[src/rtl/mux_lane_scheduler.sv]
// Round-robin scheduler: four 9-bit lanes, each buffered in a small FIFO, share one
// registered output stage with ready/valid backpressure and sticky overflow flags.
module mux_lane_scheduler #(
    parameter int DEPTH = 4,
    parameter int PTR_W = 2
) (
    input  logic       clk_4f,
    input  logic       reset,
    input  logic [8:0] data0,
    input  logic [8:0] data1,
    input  logic [8:0] data2,
    input  logic [8:0] data3,
    input  logic       out_ready,
    output logic [8:0] data_out,
    output logic [1:0] grant,
    output logic [3:0] lane_full,
    output logic [3:0] overflow
);
    localparam int NUM_LANES = 4;
    localparam logic [PTR_W:0] FULL_COUNT = (PTR_W + 1)'(DEPTH);

    logic [8:0]           lane_in [NUM_LANES];
    logic [7:0]           head [NUM_LANES];
    logic [NUM_LANES-1:0] non_empty;
    logic [NUM_LANES-1:0] push;
    logic [NUM_LANES-1:0] pop;
    logic [NUM_LANES-1:0] full_flag;
    logic [NUM_LANES-1:0] overflow_flag;

    logic [8:0] data_out_reg;
    logic [1:0] grant_reg;
    logic [1:0] last_grant_reg;
    logic       slot_free;
    logic       pop_found;
    logic [1:0] pop_lane;
    logic [1:0] scan_idx;

    assign lane_in[0] = data0;
    assign lane_in[1] = data1;
    assign lane_in[2] = data2;
    assign lane_in[3] = data3;

    assign slot_free = !data_out_reg[8] || out_ready;

    genvar gi;
    generate
        for (gi = 0; gi < NUM_LANES; gi++) begin : g_lane
            logic [7:0]       mem_reg [DEPTH];
            logic [PTR_W-1:0] wr_ptr_reg;
            logic [PTR_W-1:0] rd_ptr_reg;
            logic [PTR_W:0]   count_reg;
            logic             overflow_reg;

            assign non_empty[gi]     = (count_reg != '0);
            assign full_flag[gi]     = (count_reg == FULL_COUNT);
            assign pop[gi]           = slot_free && pop_found && (pop_lane == 2'(gi));
            // A full lane still accepts a word when its head leaves on the same edge.
            assign push[gi]          = lane_in[gi][8] && (!full_flag[gi] || pop[gi]);
            assign head[gi]          = mem_reg[rd_ptr_reg];
            assign overflow_flag[gi] = overflow_reg;

            always_ff @(posedge clk_4f) begin
                if (push[gi]) begin
                    mem_reg[wr_ptr_reg] <= lane_in[gi][7:0];
                end
            end

            always_ff @(posedge clk_4f) begin
                if (!reset) begin
                    wr_ptr_reg   <= '0;
                    rd_ptr_reg   <= '0;
                    count_reg    <= '0;
                    overflow_reg <= 1'b0;
                end else begin
                    if (push[gi]) begin
                        wr_ptr_reg <= wr_ptr_reg + PTR_W'(1);
                    end
                    if (pop[gi]) begin
                        rd_ptr_reg <= rd_ptr_reg + PTR_W'(1);
                    end
                    count_reg <= count_reg + (PTR_W + 1)'(push[gi]) - (PTR_W + 1)'(pop[gi]);
                    if (lane_in[gi][8] && !push[gi]) begin
                        overflow_reg <= 1'b1;
                    end
                end
            end
        end
    endgenerate

    // Scan starts one past the last winner so every non-empty lane is reached within 4 pops.
    always_comb begin
        pop_found = 1'b0;
        pop_lane  = last_grant_reg;
        scan_idx  = last_grant_reg;
        for (int i = 1; i <= NUM_LANES; i++) begin
            scan_idx = last_grant_reg + 2'(i);
            if (!pop_found && non_empty[scan_idx]) begin
                pop_found = 1'b1;
                pop_lane  = scan_idx;
            end
        end
    end

    always_ff @(posedge clk_4f) begin
        if (!reset) begin
            data_out_reg   <= 9'h000;
            grant_reg      <= 2'd0;
            last_grant_reg <= 2'd3;
        end else if (slot_free) begin
            if (pop_found) begin
                data_out_reg   <= {1'b1, head[pop_lane]};
                grant_reg      <= pop_lane;
                last_grant_reg <= pop_lane;
            end else begin
                data_out_reg <= 9'h000;
            end
        end
    end

    assign data_out  = data_out_reg;
    assign grant     = grant_reg;
    assign lane_full = full_flag;
    assign overflow  = overflow_flag;
endmodule

[config.mk]
export PLATFORM = sky130hd
export DESIGN_NAME = mux_lane_scheduler
export DESIGN_NICKNAME = d
export VERILOG_FILES = /design/src/rtl/mux_lane_scheduler.sv
export SDC_FILE = /design/constraint.sdc
export NUM_CORES = 1
export LEC_CHECK = 0
export CAP_MARGIN = 10
export CELL_PAD_IN_SITES_DETAIL_PLACEMENT = 0
export CELL_PAD_IN_SITES_GLOBAL_PLACEMENT = 1
export CORE_UTILIZATION = 45
export DETAILED_ROUTE_END_ITERATION = 8
export GPL_ROUTABILITY_DRIVEN = 0
export HOLD_SLACK_MARGIN = 0.03
export PLACE_DENSITY = 0.77
export SLEW_MARGIN = 20
export SYNTH_ARGS = -nofsm -noshare
export SYNTH_HDL_FRONTEND = slang
export SYNTH_SLANG_ARGS = --single-unit
[constraint.sdc]
create_clock -name clk_4f -period 3.62 [get_ports clk_4f]
set_clock_uncertainty 0.1 [all_clocks]
set_input_delay 0.362 -clock clk_4f [delete_from_list [all_inputs] [get_ports clk_4f]]
set_output_delay 0.362 -clock clk_4f [all_outputs]
set_load 0.01 [all_outputs]
Word level (Yosys, flattened, before mapping)
Memory sizes are Yosys's and may differ from the RTL's. A register that Yosys moved wholly into a read port is not among the register bits.
Cells that the tools add are included.

operators by class
  add/sub/neg operators = 19
  reductions and logical operators = 39
  equality and inequality tests = 7
  order comparisons = 5
  bitwise operators = 1
  mux-type cells = 36

operator list
  kind                                                 count
  two-way mux 2 bit                                    12
  adder 2 x 1 -> 2 bit, second input constant          9
  binary-select mux 8 bit (select 2 bit)               1
  logical AND 1 bit                                    16
  two-way mux 1 bit                                    16
  two-way mux 8 bit                                    2
  adder 3 x 1 -> 3 bit                                 4
  equality test 3 bit, second input constant           4
  zero test 1 bit                                      12
  < comparator 2 x 3 -> 1 bit, second input constant   4
  nonzero test 3 bit                                   4
  subtractor 3 x 1 -> 3 bit                            4
  two-way mux 9 bit                                    1
  binary-select mux 1 bit (select 2 bit)               4
  logical OR 1 bit                                     5
  adder 2 bit, second input constant                   2
  equality test 2 bit, second input constant           2
  >= comparator 3 bit, second input constant           1
  inverter 2 -> 3 bit                                  1
  equality test 2 x 1 -> 1 bit, second input constant  1
  zero test 2 bit                                      1
  AND reduction 2 bit                                  1

storage, ports and cells
  memories kept = 4
  RAM bits = 128
  output and inout bits = 19
  input bits = 39
  logic and storage cells = 130
  register bits after elaboration = 45

memory list
  name               words  width  read ports  clocked after memory_dff  wr ports  line  RTL
  g_lane[0].mem_reg  4      8      1           1                         1         48    logic [7:0] mem_reg [DEPTH];
  g_lane[1].mem_reg  4      8      1           1                         1         48
  g_lane[2].mem_reg  4      8      1           1                         1         48
  g_lane[3].mem_reg  4      8      1           1                         1         48

Depth between registers and ports, before layout
  word-level depth = 19
  mapped depth = 15

Least setup slack after synthesis
Ideal clock, no wire load.

  path type = register -> register
  from = register g_lane[3].count_reg[1]
  to = register g_lane[3].count_reg[2]
  setup time = 115 ps
  slack = 504 ps
  path buffers = 1
  cell stages (with the launch flop) = 15
  arrival time = 2901 ps
  data required time = 3405 ps
  cell sequence = dfxtp_1 or3_4 a22o_1 a211oi_2 buf_6 nand3b_4 inv_1 ha_1 inv_1 ha_1 inv_1 fa_1 xnor2_1 xnor2_1 and2_1

on the way
  word-level cells in the longest chain between the ends = 19

RTL lines
  item                                                             line  RTL
  start, declared                                                  51    logic [PTR_W:0] count_reg;
  start signal, assigned                                           81    count_reg <= count_reg + (PTR_W + 1)'(push[gi]) - (PTR_W + 1)'(pop[gi]);
  nonzero test 3 bit (*)                                           54    assign non_empty[gi] = (count_reg != '0);
  binary-select mux 1 bit (select 2 bit)                           97    if (!pop_found && non_empty[scan_idx]) begin
  two-way mux 1 bit (not written as such)                          97
  two-way mux 1 bit                                                97
  zero test 1 bit                                                  97
  logical AND 1 bit                                                97
  two-way mux 1 bit                                                97
  zero test 1 bit                                                  97
  [4 not listed]                                                   --
  two-way mux 2 bit / two-way mux 1 bit (equally long branches)    97
  equality test 2 bit / logical AND 1 bit (equally long branches)  56    assign pop[gi] = slot_free && pop_found && (pop_lane == 2'(gi));
  logical AND 1 bit (*)                                            56
  named net pop[3]                                                 26    logic [NUM_LANES-1:0] pop;
  logical OR 1 bit                                                 58    assign push[gi] = lane_in[gi][8] && (!full_flag[gi] || pop[gi]);
  logical AND 1 bit                                                58
  adder 3 x 1 -> 3 bit                                             81
  subtractor 3 x 1 -> 3 bit (*)                                    81

The timed path passes the listed nets; every way through them passes the cells marked *. The select of a mux whose other input is x is not followed.
A chain may end at the register's enable or synchronous reset.

Worst setup path after layout
Ends and elaborated chain as after synthesis.

==> results.md <==
- Required time worst endpoint: 3.84 ns
- Mapped cell area: roughly 7500 sq um
- Clock Latency Late Sink: approximately 0.43 ns
- Distinct cells, synth: 45
- Setup slack after layout: 0.393 ns
- Largest net degree at the start of global routing: 22
- Ys Warns: 0
- Layout Area Growth over Synthesis: 18.2%
- Ys async rst share: 0%
- XOR/XNOR Fraction of Synth Area: 1.39%
- Remaining DRCs: 0
- IO Port Bufs: 57
- Gr ovfl total: 0
- Element type at the critical path end: flip-flop
- Post-synthesis mux area share: about an eighth
- Layout Nets: 600
- Detailed Place HPWL: about 9300 um
- Placement row count: 46
- Synth Area in Simple Gates: under 10%
- Hold buffers post-CTS: 0
- Initial antenna violation count: 0
- CTS tree: yes
- FF/Latch Area: 4900 sq um
- CP max FO: 6
- Share of cells above drive strength 1: between 10% and 20%
- Switching pwr: between 2 and 2.5 mW
- Die width: 131 um
- Complex-gate fraction of the synthesized area: 4.37%
- Largest family of logic cells by synthesized area: multiplexers
- Clk pwr share: between 20% and 30%
- Fmax: just over 300 MHz
- LEAKAGE: ~3.3 nW
- CTS Buf Count: 17
- Crit Reg-Reg Startpoint: g_lane[3].count_reg[1]
- Final hold vios: 0
- Sequential share of the synthesized area: 65.1%
- 1st-iter DRT viols: 244
- First-pass GRT wire length: 21600 um
- DR vias/cell: ~5.1
- Hold Crit Start: data_out[3]
- Vias in the first global route: 4104
- Predominant post-synthesis flop cell: edfxtp_1
- Starting density of the core: between 40% and 50%
- # clock sinks: about 180
- Post-Syn Nets: approximately 540
- Arrival time worst endpoint: approximately 3.5 ns
- WL per Instance: 17.4 um
- R2R Path End: g_lane[3].count_reg[2]
- Die height: 131 um
- Commonest cells after routing, fill and taps aside: edfxtp_1 (128), clkdlybuf4s50_1 (57), dfxtp_1 (53)
- Core Area: 16100 sq um
- Post-synthesis register bit count: roughly 180
- Antenna cells: 0
- Area occupied by multi-input gates: between 2000 and 2500 sq um
- CTS max path bufs: 2
- Final TNS setup: 0 ns
- PostCTS Resize Cnt: 0
- Max reg flops: roughly 130
- Antenna Violating Nets Remaining: 0
- Outcome: complete, no violations
- Hold Crit Endpoint: data_out[3]
- Max-slew headroom: a little under half
- Die area: around 17000 sq um
- Adder-cell share of the synthesized area: about 5%
- Min Tclk post-route: around 3.2 ns
- R2R depth: 13
- Post-synth EDFFs: approximately 130
- CTS Root Cell: clkbuf_16
- Commonest non-fill, non-tap cell in the layout: edfxtp_1
- Pins over their slew limit: 0
- Syn_area_per_cell: ~16 sq um
- Setup violators final: 0
- Post-Syn Instances: around 480
- RSZ-0062 raised after global routing: false
- Pwr Density: about 780 nW/um^2
- Internal: slightly below 5 mW
- Worst-path clk slew: about 0.07 ns
- H-tree depth: 4
- DRT Wirelength: roughly 13000 um
- Post-CTS Setup Inserts: 0
- Via count: a little under 4000
- Fin crit share: 89.1%
- Hold crit path type: reg2reg
- Flop-to-flop setup slack: 0.39 ns
- Worst-margin pin slew: a little under 0.8 ns
- Pre-antenna DRT Iters: 4
- Post-place setup slack: approximately 0.31 ns
- Combinational power share: between 30% and 40%
- Max-cap viol count: 0
- Hold path depth: 1
- Kind of critical path: reg2reg
- CP startpoint kind: flip-flop
- Switching share of power: ~31%
- Layout fillers: 1282
- IO Count: just under 60
- GRT Util Overall: around 17%
- Reg power frac: between 40% and 50%
- Peak VDD IR: between 0.4 and 0.5 mV
==> power by group through the flow <==
| stage | Sequential, mW | Clock [mW] | Combinational [mW] |
|---|---|---|---|
| after floorplan | 2.76 | 0 | 1.79 |
| after CTS | 2.85 | 1.94 | 2.27 |
| after global placement | 2.86 | 0 | 2.20 |
| after detailed placement | 2.89 | 0 | 2.25 |
| final | 2.84 | 1.91 | 2.22 |
| after global routing | 2.89 | 2.03 | 2.49 |
==> cell families (layout without fill, tap and decap cells) <==
group,after synthesis,in the layout
flops,181,181
simple gates,103,103
mux,59,59
buf+inv,51,121
compound gates,42,42
fa+ha+maj,28,28
xor+xnor,12,12
==> per-layer routing <==
layer	share of wire [%]	global-route usage (%)	vias up
li1	-	-	1866
met1	46	21.9	1964
met2	49	27.1	72
met3	3.3	3.90	17
met4	1.9	6.72	0
met5	0	0	-
==> worst max-delay path: stages (launching register included) <==
cell	delay (ns)
dfxtp_1	0.36
or3_4	0.41
a22o_1	0.24
a211oi_4	0.38
nand3b_4	0.25
inv_1	0.05
ha_1	0.28
inv_1	0.05
ha_1	0.13
inv_1	0.04
fa_1	0.37
xnor2_1	0.15
xnor2_1	0.13
and2_1	0.16
==> cell type report <==
cell class                 instances  share of cell area (%)
inverter                          27                    1.14
tap                              216                    3.03
clock inverter                    12                    1.87
clock buffer                      20                    5.13
multi-input combinational        244                    26.9
timing repair buffer              62                    6.83
sequential                       181                    55.1
==> cell usage after synthesis (all sizes together), types with 7 or more instances <==
master  instances  share of area [%]
a21o            8               0.80
nor2           13               0.65
and2           36                3.0
xnor2           8               0.93
nor2b           7               0.58
edfxtp        128                 51
mux2i          27                3.6
nand2          25                1.2
clkbuf          7               0.35
mux4           32                9.6
buf            17                1.5
dfxtp          53                 14
ha             24                4.0
inv            27                1.3
o22ai           8               0.66
==> how the worst max path moves through the flow <==
stage / startpoint / end / slack [ns] / cells past startpoint
after global placement: out_ready / g_lane[2].count_reg[2] / 0.40 / 14
after floorplan: g_lane[3].count_reg[1] / g_lane[3].count_reg[2] / 0.50 / 14
final: g_lane[3].count_reg[1] / g_lane[3].count_reg[2] / 0.39 / 13
after global routing: g_lane[3].count_reg[1] / g_lane[3].count_reg[2] / 0.20 / 13
after detailed placement: out_ready / g_lane[3].count_reg[2] / 0.31 / 14
after CTS: g_lane[3].count_reg[1] / g_lane[3].count_reg[2] / 0.35 / 13
==> per-stage QoR <==
stage / power [mW] / hold WS (ns) / std cells / area, sq um / utilization (%)
2_1_floorplan: 4.54 / 0.342 / 476 / 7530 / -
6_report: 6.97 / 0.359 / 762 / 8910 / 55.3
3_5_place_dp: 5.14 / 0.346 / 730 / 8280 / 51.4
5_1_grt: 7.40 / 0.381 / 762 / 8910 / 55.3
3_3_place_gp: 5.06 / 0.335 / 730 / 8280 / 51.4
4_1_cts: 7.06 / 0.363 / 762 / 8910 / 55.3
Note: power is estimated with default switching activity, not from simulation.
